## config.mk

```make
export PLATFORM = sky130hd
export DESIGN_NAME = ptosda_arbiter_flat
export DESIGN_NICKNAME = d
export VERILOG_FILES = /design/src/rtl/ptosda_pkg.sv /design/src/rtl/ptosda_arbiter_if.sv /design/src/rtl/rr_arbiter.sv /design/src/rtl/ptosda_arbiter.sv /design/src/flat_wrapper.sv
export SDC_FILE = /design/constraint.sdc
export NUM_CORES = 1
export LEC_CHECK = 0
export BUFFER_PORTS_ARGS = -buffer_cell sky130_fd_sc_hd__buf_2
export CORE_AREA = 2 2 60 62
export DETAILED_ROUTE_END_ITERATION = 6
export DIE_AREA = 0 0 62 64
export PLACE_DENSITY = 0.65
export REMOVE_ABC_BUFFERS = 1
export SYNTH_ARGS = -nofsm -noshare
export SYNTH_HDL_FRONTEND = slang
export SYNTH_HIERARCHICAL = 1
export SYNTH_SLANG_ARGS = --single-unit
```

## constraint.sdc

```tcl
create_clock -name sclk -period 3.9 [get_ports sclk]
set_input_delay 0.39 -clock sclk [delete_from_list [all_inputs] [get_ports sclk]]
set_output_delay 0.39 -clock sclk [all_outputs]
set_load 0.005 [all_outputs]
```

## src/rtl/ptosda_pkg.sv

```systemverilog
// ---------------------------------------------------------------------------
// ptosda_pkg
// Shared types and constants for the ptosda transmitter arbiter.
//   state_t      : arbiter FSM states
//   NIBBLE_W     : width of one requester payload / transmitter data word
//   DEF_TMO_CYC  : default transmitter handshake timeout, in sclk cycles
//   DEF_GAP_CYC  : default idle gap after a frame, in sclk cycles
//   cnt_width()  : counter width helper that never returns zero
// ---------------------------------------------------------------------------
package ptosda_pkg;

  localparam int NIBBLE_W    = 4;
  localparam int DEF_TMO_CYC = 64;
  localparam int DEF_GAP_CYC = 2;

  typedef enum logic [2:0] {
    S_IDLE,
    S_LAUNCH,
    S_WAIT_START,
    S_WAIT_DONE,
    S_GAP
  } state_t;

  // Width needed to count 0..n-1; a one-value counter still gets one bit.
  function automatic int cnt_width(input int n);
    return (n > 1) ? $clog2(n) : 1;
  endfunction

endpackage

```

## src/rtl/ptosda_arbiter_if.sv

```systemverilog
// ---------------------------------------------------------------------------
// ptosda_arbiter_if
// Bundles the requester side and the transmitter side of the arbiter.
//   req       : level request per requester
//   req_data  : one nibble per requester, slice i = [4i+3:4i]
//   gnt       : one-cycle one-hot accept pulse
//   tx_idle   : transmitter is in its ready state
//   tx_d_ena  : transmitter d_ena
//   tx_data   : transmitter data, stable while tx_d_ena is high
//   busy      : arbiter is not idle
//   last_id   : index of the most recently granted requester
//   err_tmo   : sticky transmitter timeout flag
// Modports: slave = arbiter, master = requesters + transmitter.
// ---------------------------------------------------------------------------
interface ptosda_arbiter_if #(
  parameter int N_REQ = 4
);
  import ptosda_pkg::*;

  localparam int ID_W = $clog2(N_REQ);

  logic [N_REQ-1:0]          req;
  logic [NIBBLE_W*N_REQ-1:0] req_data;
  logic [N_REQ-1:0]          gnt;
  logic                      tx_idle;
  logic                      tx_d_ena;
  logic [NIBBLE_W-1:0]       tx_data;
  logic                      busy;
  logic [ID_W-1:0]           last_id;
  logic                      err_tmo;

  modport slave (
    input  req, req_data, tx_idle,
    output gnt, tx_d_ena, tx_data, busy, last_id, err_tmo
  );

  modport master (
    output req, req_data, tx_idle,
    input  gnt, tx_d_ena, tx_data, busy, last_id, err_tmo
  );

endinterface

```

## src/rtl/rr_arbiter.sv

```systemverilog
// ---------------------------------------------------------------------------
// rr_arbiter
// Purely combinational round-robin pick: the first set request bit at or
// after ptr, wrapping to bit 0.
//   req    : request vector
//   ptr    : highest-priority index for this pick
//   en     : when low, no winner is produced
//   win    : one-hot winner (all zero when none)
//   win_id : binary index of the winner (zero when none)
// ---------------------------------------------------------------------------
module rr_arbiter #(
  parameter int N    = 4,
  parameter int ID_W = $clog2(N)
) (
  input  logic [N-1:0]    req,
  input  logic [ID_W-1:0] ptr,
  input  logic            en,
  output logic [N-1:0]    win,
  output logic [ID_W-1:0] win_id
);

  logic [N-1:0] hi_req;
  logic [N-1:0] pick;
  logic         found;

  // Requests at or above the pointer get first chance; the wrap-around is
  // handled by falling back to the full vector when none of those is set.
  generate
    for (genvar gi = 0; gi < N; gi++) begin : g_mask
      assign hi_req[gi] = req[gi] & (ID_W'(gi) >= ptr);
    end
  endgenerate

  always_comb begin
    pick   = '0;
    win    = '0;
    win_id = '0;
    found  = 1'b0;
    if (en) begin
      pick = (|hi_req) ? hi_req : req;
    end
    for (int k = 0; k < N; k++) begin
      if (!found && pick[k]) begin
        found  = 1'b1;
        win[k] = 1'b1;
        win_id = ID_W'(k);
      end
    end
  end

endmodule

```

## src/rtl/ptosda_arbiter.sv

```systemverilog
// ---------------------------------------------------------------------------
// ptosda_arbiter
// Round-robin scheduler sharing one ptosda serial transmitter between N_REQ
// nibble requesters. A winner's nibble is latched at grant time and held on
// tx_data with tx_d_ena high until the transmitter leaves idle; the arbiter
// then waits for the frame to end and enforces GAP_CYC idle cycles before
// the next grant. A stuck transmitter raises the sticky err_tmo flag.
//   sclk : clock, all logic on posedge
//   rst  : asynchronous active-low reset
//   bus  : requester / transmitter signals (slave side)
// ---------------------------------------------------------------------------
module ptosda_arbiter
  import ptosda_pkg::*;
#(
  parameter int N_REQ   = 4,
  parameter int GAP_CYC = DEF_GAP_CYC,
  parameter int TMO_CYC = DEF_TMO_CYC
) (
  input  logic               sclk,
  input  logic               rst,
  ptosda_arbiter_if.slave    bus
);

  localparam int ID_W  = $clog2(N_REQ);
  localparam int TMR_W = cnt_width(TMO_CYC);
  localparam int GAP_W = cnt_width(GAP_CYC);

  localparam logic [TMR_W-1:0] TMR_LAST = TMR_W'(TMO_CYC - 1);
  localparam logic [TMR_W-1:0] TMR_MAX  = '1;
  localparam logic [GAP_W-1:0] GAP_LAST = GAP_W'(GAP_CYC - 1);
  localparam logic [ID_W-1:0]  ID_LAST  = ID_W'(N_REQ - 1);

  state_t               state_reg;
  logic [N_REQ-1:0]     gnt_reg;
  logic                 d_ena_reg;
  logic [NIBBLE_W-1:0]  data_reg;
  logic                 busy_reg;
  logic [ID_W-1:0]      last_id_reg;
  logic                 err_tmo_reg;
  logic [ID_W-1:0]      ptr_reg;
  logic [TMR_W-1:0]     timer_reg;
  logic [GAP_W-1:0]     gap_reg;

  logic [NIBBLE_W-1:0]  req_nib [N_REQ];
  logic [N_REQ-1:0]     win;
  logic [ID_W-1:0]      win_id;
  logic                 arb_en;
  logic [ID_W-1:0]      ptr_next;
  logic                 tmo_hit;
  logic [TMR_W-1:0]     timer_inc;

  generate
    for (genvar gi = 0; gi < N_REQ; gi++) begin : g_nib
      assign req_nib[gi] = bus.req_data[gi*NIBBLE_W +: NIBBLE_W];
    end
  endgenerate

  // Arbitration is only meaningful when a grant can actually be issued.
  assign arb_en = (state_reg == S_IDLE) && bus.tx_idle;

  rr_arbiter #(
    .N    (N_REQ),
    .ID_W (ID_W)
  ) u_rr (
    .req    (bus.req),
    .ptr    (ptr_reg),
    .en     (arb_en),
    .win    (win),
    .win_id (win_id)
  );

  assign ptr_next  = (win_id == ID_LAST) ? '0 : win_id + 1'b1;
  assign tmo_hit   = (timer_reg == TMR_LAST);
  // Saturating increment: a timer that never wraps cannot miss the limit.
  assign timer_inc = (timer_reg == TMR_MAX) ? timer_reg : timer_reg + 1'b1;

  always_ff @(posedge sclk or negedge rst) begin
    if (!rst) begin
      state_reg   <= S_IDLE;
      gnt_reg     <= '0;
      d_ena_reg   <= 1'b0;
      data_reg    <= '0;
      busy_reg    <= 1'b0;
      last_id_reg <= '0;
      err_tmo_reg <= 1'b0;
      ptr_reg     <= '0;
      timer_reg   <= '0;
      gap_reg     <= '0;
    end else begin
      gnt_reg <= '0;
      unique case (state_reg)
        S_IDLE: begin
          // win is all-zero unless a request is pending and tx is ready.
          if (|win) begin
            gnt_reg     <= win;
            data_reg    <= req_nib[win_id];
            last_id_reg <= win_id;
            ptr_reg     <= ptr_next;
            busy_reg    <= 1'b1;
            state_reg   <= S_LAUNCH;
          end
        end
        S_LAUNCH: begin
          d_ena_reg <= 1'b1;
          timer_reg <= '0;
          state_reg <= S_WAIT_START;
        end
        S_WAIT_START: begin
          if (!bus.tx_idle) begin
            d_ena_reg <= 1'b0;
            timer_reg <= '0;
            state_reg <= S_WAIT_DONE;
          end else if (tmo_hit) begin
            err_tmo_reg <= 1'b1;
            d_ena_reg   <= 1'b0;
            gap_reg     <= '0;
            state_reg   <= S_GAP;
          end else begin
            timer_reg <= timer_inc;
          end
        end
        S_WAIT_DONE: begin
          if (bus.tx_idle) begin
            gap_reg   <= '0;
            state_reg <= S_GAP;
          end else if (tmo_hit) begin
            err_tmo_reg <= 1'b1;
            gap_reg     <= '0;
            state_reg   <= S_GAP;
          end else begin
            timer_reg <= timer_inc;
          end
        end
        S_GAP: begin
          if (gap_reg == GAP_LAST) begin
            busy_reg  <= 1'b0;
            state_reg <= S_IDLE;
          end else begin
            gap_reg <= gap_reg + 1'b1;
          end
        end
        default: begin
          d_ena_reg <= 1'b0;
          busy_reg  <= 1'b0;
          state_reg <= S_IDLE;
        end
      endcase
    end
  end

  assign bus.gnt      = gnt_reg;
  assign bus.tx_d_ena = d_ena_reg;
  assign bus.tx_data  = data_reg;
  assign bus.busy     = busy_reg;
  assign bus.last_id  = last_id_reg;
  assign bus.err_tmo  = err_tmo_reg;

endmodule

```

## src/flat_wrapper.sv

```systemverilog
// flat-port wrapper written by rule: the top's interface ports become plain ports
module ptosda_arbiter_flat import ptosda_pkg::*;
#(
  parameter int N_REQ   = 4,
  parameter int GAP_CYC = DEF_GAP_CYC,
  parameter int TMO_CYC = DEF_TMO_CYC
)
  (sclk, rst, bus_req, bus_req_data, bus_tx_idle, bus_gnt, bus_tx_d_ena, bus_tx_data, bus_busy, bus_last_id, bus_err_tmo);
  ptosda_arbiter_if #(.N_REQ(N_REQ)) bus_i ();
  input  logic sclk;
  input  logic rst;
  input wire logic [$bits(bus_i.req)-1:0] bus_req;
  input wire logic [$bits(bus_i.req_data)-1:0] bus_req_data;
  input wire logic [$bits(bus_i.tx_idle)-1:0] bus_tx_idle;
  output wire logic [$bits(bus_i.gnt)-1:0] bus_gnt;
  output wire logic [$bits(bus_i.tx_d_ena)-1:0] bus_tx_d_ena;
  output wire logic [$bits(bus_i.tx_data)-1:0] bus_tx_data;
  output wire logic [$bits(bus_i.busy)-1:0] bus_busy;
  output wire logic [$bits(bus_i.last_id)-1:0] bus_last_id;
  output wire logic [$bits(bus_i.err_tmo)-1:0] bus_err_tmo;
  assign bus_i.req = bus_req;
  assign bus_i.req_data = bus_req_data;
  assign bus_i.tx_idle = bus_tx_idle;
  assign bus_gnt = bus_i.gnt;
  assign bus_tx_d_ena = bus_i.tx_d_ena;
  assign bus_tx_data = bus_i.tx_data;
  assign bus_busy = bus_i.busy;
  assign bus_last_id = bus_i.last_id;
  assign bus_err_tmo = bus_i.err_tmo;
  ptosda_arbiter #(.N_REQ(N_REQ), .GAP_CYC(GAP_CYC), .TMO_CYC(TMO_CYC)) u_core (.sclk(sclk), .rst(rst), .bus(bus_i));
endmodule
```

==> metrics, run 1 <==
Crit path depth 8; detailed-route wire length 2870 µm; Die ar. 3968 µm²; RR Endpoint u_core/ptr_reg[1]$_DFFE_PN0P_; Pwr Density slightly below 600 nW/µm²; Tightest Hold Check Type input pin to asynchronous set/reset pin; RSZ-0062 raised after global routing no; worst clock skew between 0.01 and 0.015 ns; leakage dissipation 0.7915 nW; top area cells in the synthesized netlist dfrtp_1 (43%), mux2_4 (8.3%), mux4_2 (6.2%), a21oi_1 (2.8%), nor2_1 (2.6%); sequential-to-total area share from yosys stat 0.4337; CP bufs+invs 0; Core Box Area roughly 3300 µm²; Worst Path Arrival approximately 3 ns; VDD IR max roughly 0.00022 V; ys async rst share 1.000; CTS max path bufs 2; drt wl/cell about 13 µm; Setup Crit Path Kind flop to flop; switching part of the total 0.3860; Post-synth EDFFs 0; Cell Rows 21; Worst R2R Setup Slack 1.05 ns; Slew @ Worst Pin about 0.84 ns; number of DRC markers in iteration 0 83; CP startpoint u_core/state_reg[0]$_DFFE_PN0P_; Worst EP required ~4 ns; Synth Register Bits 25; Final HPWL DP roughly 2200 µm; Pint about 0.0006 W; Netlist cell types 47; Non-Filler Instances approximately 220; area leader, netlist dfrtp_1; Worst slew margin 0.4331; Synth Instances about 130; Pins Over Slew Limit 0; most common cell in the netlist dfrtp_1; minimum clock period 2.854 ns; vias in the first global route 1086; # IOs 36; placed insts ~210; CP Max Fanout 12; largest net degree at the start of global routing 26; first-pass GRT wire length 4878 µm; P&R area growth vs syn 16.65%; Critical Path Max Stage Delay about 0.53 ns; CP delay by family, top simple AND/OR/NAND/NOR gates; CP max stage cell dfrtp_1; final hold viol count 0; Die Wd 62 µm; hold-fix buffers at CTS 0; Placer Congestion ~0.85; cts repair resizes 0; crit end category flop; CP endpoint u_core/ptr_reg[1]$_DFFE_PN0P_; Final setup viols 0; max reg flops 6; Max-Cap Viols 0; Gate power share 0.445; yosys warns 6; DR vias/cell between 5 and 6; layout cells sized above 1 0.3728; Worst setup SP type flop; initial antenna violation count 0; drt pass-1 iters 4; setup TNS 0 ns; top-area cell type share of the netlist area 0.4337; Ant. Diodes 0; clock power share 0.118; final net count 195; Switch Pwr about 0.00038 W; drt drc 0; commonest cells in the netlist dfrtp_1 (25), nor2_1 (10), a21oi_1 (8), mux2_4 (8), nand2_1 (7); Skew-Pair Late Insertion Delay 0.32 ns; clock sink count 25; Overflow after GRT 0; status finished clean; die height 64 µm; Post-DRT Antenna Nets 0; ys flop type dfrtp_1; GRT Util Overall 0.1623; Via Count around 1100; Avg Inst Size Synth around 11 µm²; reg2reg start u_core/state_reg[0]$_DFFE_PN0P_; CTS tree built; Flop pwr share 0.436; fmax around 0.35 GHz; CTS clk-pin slew, worst paths ~0.15 ns; fin crit share 0.7318; setup bufs post-CTS 0; Num CTS Buffers 3; clk root buf clkbuf_4; R2R depth 8; # H-tree levels 1; Post-Syn Area 1443 µm²; cell breakdown of the critical path nor3_2, and2_1, nand2_1, a211oi_1, nor3_1, or4_4, and2_4, mux2_4; Port Buffer Count 35; Initial Util 0.4392
==> cell type report <==
type / count / area (µm²)
clock buffer: 3 / 22.52
clock inverter: 1 / 5.005
fill: 301 / 1602
inverter: 3 / 11.26
multi-input combinational: 101 / 778.2
sequential: 25 / 625.6
tap: 46 / 57.56
timing repair buffer: 36 / 182.7
==> cells by family after synthesis <==
group / after synthesis / share of synthesized area
compound gates: 35 / 0.1665
buf+inv: 8 / 0.02688
fa+ha+maj: 2 / 0.01734
mux: 13 / 0.1527
flops: 25 / 0.4337
xor+xnor: 2 / 0.01214
simple gates: 49 / 0.1908
==> layer usage <==
layer  wire length (µm)  global-route usage  vias up
li1                   -                   -      563
met1               1381              0.2343      533
met2               1337              0.2474       33
met3                131             0.02632        2
met4                 19             0.04787        0
met5                  0                   0        -
==> per-stage QoR <==
step	setup WS (ns)	util	cell area [µm²]	power, W	hold slack [ns]
after floorplan	1.124	-	1415	0.0007472	0.09441
after global placement	1.199	0.5040	1655	0.0008672	0.4013
after detailed placement	1.105	0.5040	1655	0.0008806	0.4213
after CTS	1.074	0.5124	1683	0.001001	0.04626
after global routing	0.8277	0.5124	1683	0.001083	0.06618
final	1.046	0.5124	1683	0.0009941	0.03059
==> worst min path at each step <==
stage | start | to | depth (start not counted)
after global routing | rst | u_core/bus.tx_d_ena$_DFFE_PN0P_ | 1
after detailed placement | rst | u_core/bus.gnt[0]$_DFF_PN0_ | 1
final | rst | u_core/timer_reg[3]$_DFFE_PN0P_ | 1
after CTS | rst | u_core/timer_reg[3]$_DFFE_PN0P_ | 1
after global placement | rst | u_core/bus.busy$_DFFE_PN0P_ | 1
after floorplan | rst | u_core/bus.busy$_DFFE_PN0P_ | 0
==> power by group through the flow <==
stage	Sequential [W]	Clock, W	Combinational (W)
3_3_place_gp	0.000436	0	0.000431
4_1_cts	0.000434	0.000122	0.000445
6_report	0.000434	0.000117	0.000443
3_5_place_dp	0.000437	0	0.000444
5_1_grt	0.000451	0.000134	0.000499
2_1_floorplan	0.000423	0	0.000324
==> placed cells by master (no fill, tap or decap), types with 2 or more instances in the layout <==
master    synthesis  final
mux4_2            4      4
dfrtp_1          25     25
o21ai_0           4      4
o21ai_1           6      6
nand3_1           5      5
nor3_1            4      4
nand2_1           7      7
nor2b_1           5      5
nand2b_1          2      2
a211oi_1          2      2
ha_1              2      2
buf_2             1     35
mux2_4            8      8
nor2_1           10     10
and2_1            4      4
inv_1             3      3
clkbuf_4          0      3
nand3b_1          2      2
and2_2            2      2
a21oi_1           8      8
xnor2_1           2      2
Power figures use the tool's default switching activity.
==> inputs of run 2 (changes only) <==
--- a/config.mk
+++ b/config.mk
@@ -9,7 +9,7 @@
 export CORE_AREA = 2 2 60 62
 export DETAILED_ROUTE_END_ITERATION = 6
 export DIE_AREA = 0 0 62 64
-export PLACE_DENSITY = 0.65
+export PLACE_DENSITY = 0.67
 export REMOVE_ABC_BUFFERS = 1
 export SYNTH_ARGS = -nofsm -noshare
 export SYNTH_HDL_FRONTEND = slang
==> constraint.sdc (replaced) <==
create_clock -name sclk -period 2.5 [get_ports sclk]
set_input_delay 0.25 -clock sclk [delete_from_list [all_inputs] [get_ports sclk]]
set_output_delay 0.25 -clock sclk [all_outputs]
set_load 0.005 [all_outputs]
==> metrics, run 2 (synthesis results as in run 1) <==
status finished clean; Num CTS Buffers 3; Finished Cell Area 1743 µm²; final hold viol count 0; multi-input logic area slightly below 800 µm²; Core Box Area approximately 3300 µm²; Cell Rows 21; fill cell count roughly 300; Pins Over Slew Limit 0; R2R depth 8; Non-Filler Instances 222; Skew-Pair Late Insertion Delay slightly above 0.3 ns; most frequent cells in the layout buf_2 (35), dfrtp_1 (25), nor2_1 (10), a21oi_1 (8), mux2_4 (8); drt wl/cell approximately 13 µm; Worst R2R Setup Slack 0.14 ns; Placed Area 1700 µm²; Switch Pwr roughly 0.0006 W; Pint roughly 0.0010 W; drt pass-1 iters 4; drt drc 0; switching part of the total 0.3741; commonest non-fill, non-tap cell in the layout buf_2; layout cells sized above 1 0.3977; # IOs 36; Placer Congestion between 0.8 and 0.9; fmax roughly 0.42 GHz; Slew @ Worst Pin between 0.5 and 0.6 ns; largest net degree at the start of global routing 26; Post-DRT Antenna Nets 0; Worst EP required between 2 and 3 ns; Die ar. 3968 µm²; clock sink count 25; first-pass GRT wire length just under 5000 µm; Die Wd just over 60 µm; Tightest Hold Check Type input pin to flop; RSZ-0062 raised after global routing no; worst min-delay path startpoint bus_tx_idle; Overflow after GRT 0; Flop pwr share 0.396; placed insts about 220; CP Max Fanout 7; setup bufs post-CTS 0; CTS max path bufs 2; final net count roughly 200; Ant. Diodes 0; Initial Util 0.4392; Port Buffer Count 35; VDD IR max 0.0003731 V; CTS clk-pin slew, worst paths between 0.1 and 0.15 ns; hold slack ~0.33 ns; number of DRC markers in iteration 0 68; # H-tree levels 1; CTS tree built; detailed-route wire length roughly 2800 µm; Final setup viols 0; leakage dissipation between 0.8 and 0.9 nW; max reg flops 6; DR vias/cell ~5.3; Worst slew margin 0.6383; crit end category flop; Setup Crit Path Kind flop to flop; RR Endpoint u_core/bus.tx_data[0]$_DFFE_PN0P_; Pwr Density 917.2 nW/µm²; reg2reg start u_core/state_reg[2]$_DFFE_PN0P_; WHS Endpoint u_core/bus.tx_d_ena$_DFFE_PN0P_; initial antenna violation count 0; Gate power share 0.496; P&R area growth vs syn 20.82%; Via Count 1167; Worst setup SP type flop; hold depth 3; CP startpoint u_core/state_reg[2]$_DFFE_PN0P_; clock power share 0.108; minimum clock period about 2.4 ns; fin crit share 0.9424; GRT Util Overall 0.1637; vias in the first global route 1151; Worst Path Arrival 2.57 ns; register area 625.6 µm²; Max-Cap Viols 0; die height 64 µm; clk root buf clkbuf_4; Final HPWL DP 2148 µm; worst clock skew approximately 0.0031 ns
## run 2: changes by cell type in the layout (fill, tap and decap cells not counted)
| cell | delta |
|---|---|
| dlygate4sd3_1 | +1 |
| a211oi_2 | +1 |
| buf_4 | +6 |
| a211oi_1 | -1 |
## run 2: worst max-delay path, cell delays in order (launching register included)
cell and delay, ns:
dfrtp_1 0.41, nor3_2 0.20, and2_1 0.17, nand2_1 0.08, a211o_2 0.32, a21oi_1 0.13, buf_4 0.19, mux4_2 0.50
mux2_4 0.26
## run 2: through the flow
stage | utilization | setup TNS (ns) | total power (W) | worst slack [ns]
floorplan | - | -1.314 | 0.001166 | -0.2763
global placement | 0.5177 | 0 | 0.001409 | 0.1026
detailed placement | 0.5177 | 0 | 0.001432 | 0.04126
CTS | 0.5291 | 0 | 0.001613 | 0.02330
global route | 0.5307 | 0 | 0.001744 | 0.006138
finish | 0.5307 | 0 | 0.001599 | 0.1440
## run 2: power by group through the flow
| stage | Sequential (W) | Clock, W | Combinational, W |
|---|---|---|---|
| final | 0.000633 | 0.000173 | 0.000792 |
| after global routing | 0.000653 | 0.000204 | 0.000886 |
| after CTS | 0.000634 | 0.000184 | 0.000796 |
| after detailed placement | 0.000638 | 0 | 0.000794 |
| after global placement | 0.000635 | 0 | 0.000774 |
| after floorplan | 0.000660 | 0 | 0.000505 |
## run 2: metal layers
metal  vias to the layer above  share of wire  GRT usage
met5                         -              0          0
met4                         0          0.012    0.06915
met3                         4          0.048    0.02834
met2                        35           0.47     0.2409
met1                       544           0.47     0.2334
li1                        584              -          -
## run 2: what timing repair did
action                     4_1_cts  5_1_grt
resized for setup                0        1
setup endpoints to repair        0        8
hold endpoints to repair        25        0
hold buffers                     1        0
## run 2: worst max-delay path by stage
stage / slack [ns] / cells after the start / end
3_5_place_dp: 0.04 / 8 / u_core/ptr_reg[1]$_DFFE_PN0P_
3_3_place_gp: 0.10 / 8 / u_core/bus.tx_data[0]$_DFFE_PN0P_
6_report: 0.14 / 8 / u_core/bus.tx_data[0]$_DFFE_PN0P_
4_1_cts: 0.02 / 8 / u_core/bus.tx_data[1]$_DFFE_PN0P_
2_1_floorplan: -0.28 / 7 / u_core/bus.tx_data[0]$_DFFE_PN0P_
5_1_grt: 0.006 / 8 / u_core/bus.tx_data[0]$_DFFE_PN0P_
## run 2: cell type report
cell class              count  share of cell area
clock inverters             1            0.002872
flip-flops and latches     25              0.3589
multi-input cells         101              0.4494
clock buffers               3             0.01292
repair buffers             43              0.1364
well taps                  46             0.03302
inverters                   3            0.006461
==> inputs of run 3 (changes only) <==
--- a/config.mk
+++ b/config.mk
@@ -9,7 +9,7 @@
 export CORE_AREA = 2 2 60 62
 export DETAILED_ROUTE_END_ITERATION = 6
 export DIE_AREA = 0 0 62 64
-export PLACE_DENSITY = 0.67
+export PLACE_DENSITY = 0.65
 export REMOVE_ABC_BUFFERS = 1
 export SYNTH_ARGS = -nofsm -noshare
 export SYNTH_HDL_FRONTEND = slang
==> constraint.sdc (replaced) <==
create_clock -name sclk -period 2.6 [get_ports sclk]
set_input_delay 0.26 -clock sclk [delete_from_list [all_inputs] [get_ports sclk]]
set_output_delay 0.26 -clock sclk [all_outputs]
set_load 0.005 [all_outputs]
==> metrics, run 3 (synthesis results as in run 1) <==
status finished clean; CTS max path bufs 2; R2R depth 8; P&R area growth vs syn 21.51%; VDD IR max 0.0003419 V; Overflow after GRT 0; max reg flops 6; Placer Congestion between 0.8 and 0.9; fmax a little over 0.4 GHz; CTS clk-pin slew, worst paths between 0.1 and 0.15 ns; DR vias/cell approximately 5.4; GRT Util Overall 0.1726; Worst Path Arrival about 2.7 ns; vias in the first global route 1205; leakage dissipation roughly 0.83 nW; Initial Util 0.4392; Power, Total about 0.0016 W; # IOs 36; Worst R2R Setup Slack between 0.1 and 0.15 ns; RR Endpoint u_core/bus.tx_data[3]$_DFFE_PN0P_; detailed-route wire length roughly 3000 µm; final hold viol count 0; WHS Endpoint u_core/bus.gnt[2]$_DFF_PN0_; drt drc 0; crit end category flop; commonest non-fill, non-tap cell in the layout buf_2; # H-tree levels 1; Die Wd approximately 62 µm; Core Box Area 3284 µm²; Worst setup SP type flop; final net count around 200; drt pass-1 iters 4; RSZ-0062 raised after global routing no; Post-Place Setup Slack between 0.05 and 0.06 ns; Via Count between 1000 and 1500; clock sink count 25; reg2reg start u_core/state_reg[1]$_DFFE_PN0P_; Final Core Density 0.5337; Cell Rows 21; minimum clock period 2.467 ns; worst setup margin about 0.13 ns; die height around 64 µm; drt wl/cell approximately 14 µm; worst clock skew around 0.0052 ns; Pwr Density between 800 and 900 nW/µm²; Slew @ Worst Pin approximately 0.56 ns; fin crit share 0.9487; Post-DRT Antenna Nets 0; placed insts approximately 220; initial antenna violation count 0; Die ar. 3968 µm²; Worst EP required approximately 2.8 ns; layout cells sized above 1 0.4068; worst min-delay path startpoint bus_req[2]; clk root buf clkbuf_4; Final HPWL DP approximately 2300 µm; largest net degree at the start of global routing 26; first-pass GRT wire length about 5300 µm; Max-Cap Viols 0; CP Max Fanout 7; Ant. Diodes 0; Final setup viols 0; Num CTS Buffers 3; Port Buffer Count 35; hold depth 4; Pins Over Slew Limit 0; Worst slew margin 0.6299; Skew-Pair Late Insertion Delay approximately 0.31 ns; number of DRC markers in iteration 0 around 110; Tightest Hold Check Type input pin to flop; Setup Crit Path Kind flop to flop; hold slack around 0.34 ns; Non-Filler Instances 223; most frequent cells in the layout buf_2 (35), dfrtp_1 (25), nor2_1 (10); CTS tree built
## run 3: what timing repair did
item                       CTS  global route
resized for setup            0             3
setup endpoints to repair    0             8
hold endpoints to repair    25             0
buffers inserted             0             2
hold buffers                 1             0
## run 3: per-layer routing
metal,vias up,global-route usage,share of wire
li1,585,-,-
met1,577,0.2303,0.44
met2,49,0.2721,0.48
met3,4,0.03644,0.059
met4,0,0.05851,0.016
met5,-,0,0
## run 3: layout make-up
| cell class | instances | area, µm² |
|---|---|---|
| Clock inverter | 1 | 5.005 |
| Fill cell | 313 | 1531 |
| Tap cell | 46 | 57.56 |
| Multi-Input combinational cell | 101 | 785.8 |
| Inverter | 3 | 11.26 |
| Clock buffer | 3 | 22.52 |
| Sequential cell | 25 | 625.6 |
| Timing Repair Buffer | 44 | 245.2 |
## run 3: where the power goes
| group | internal (W) | switching (W) | total (W) | leakage [nW] |
|---|---|---|---|---|
| combinational | 0.000410 | 0.000375 | 0.000786 | 0.491 |
| clock | 0.0000575 | 0.000115 | 0.000173 | 0.0177 |
| sequential | 0.000509 | 0.000102 | 0.000611 | 0.324 |
## run 3: worst max-delay path by stage
stage	startpoint	to	cells past startpoint
after floorplan	u_core/state_reg[0]$_DFFE_PN0P_	u_core/bus.tx_data[0]$_DFFE_PN0P_	7
after CTS	u_core/state_reg[2]$_DFFE_PN0P_	u_core/ptr_reg[1]$_DFFE_PN0P_	8
after global routing	u_core/state_reg[1]$_DFFE_PN0P_	u_core/bus.tx_data[3]$_DFFE_PN0P_	8
final	u_core/state_reg[1]$_DFFE_PN0P_	u_core/bus.tx_data[3]$_DFFE_PN0P_	8
after global placement	u_core/state_reg[2]$_DFFE_PN0P_	u_core/bus.tx_data[0]$_DFFE_PN0P_	8
after detailed placement	u_core/state_reg[2]$_DFFE_PN0P_	u_core/bus.tx_data[2]$_DFFE_PN0P_	8
## run 3: critical path: stages (launching register included)
cell     delay, ns
dfrtp_1       0.42
nor3_2        0.22
and2_4        0.18
nand2_1       0.08
a211o_2       0.33
a21oi_1       0.15
buf_4         0.20
mux4_2        0.51
mux2_4        0.27
## run 3: stage by stage
stage	TNS (ns)	cell area, µm²
after global placement	0	1693
after CTS	0	1730
after global routing	0	1753
after floorplan	-0.7053	1415
final	0	1753
after detailed placement	0	1693
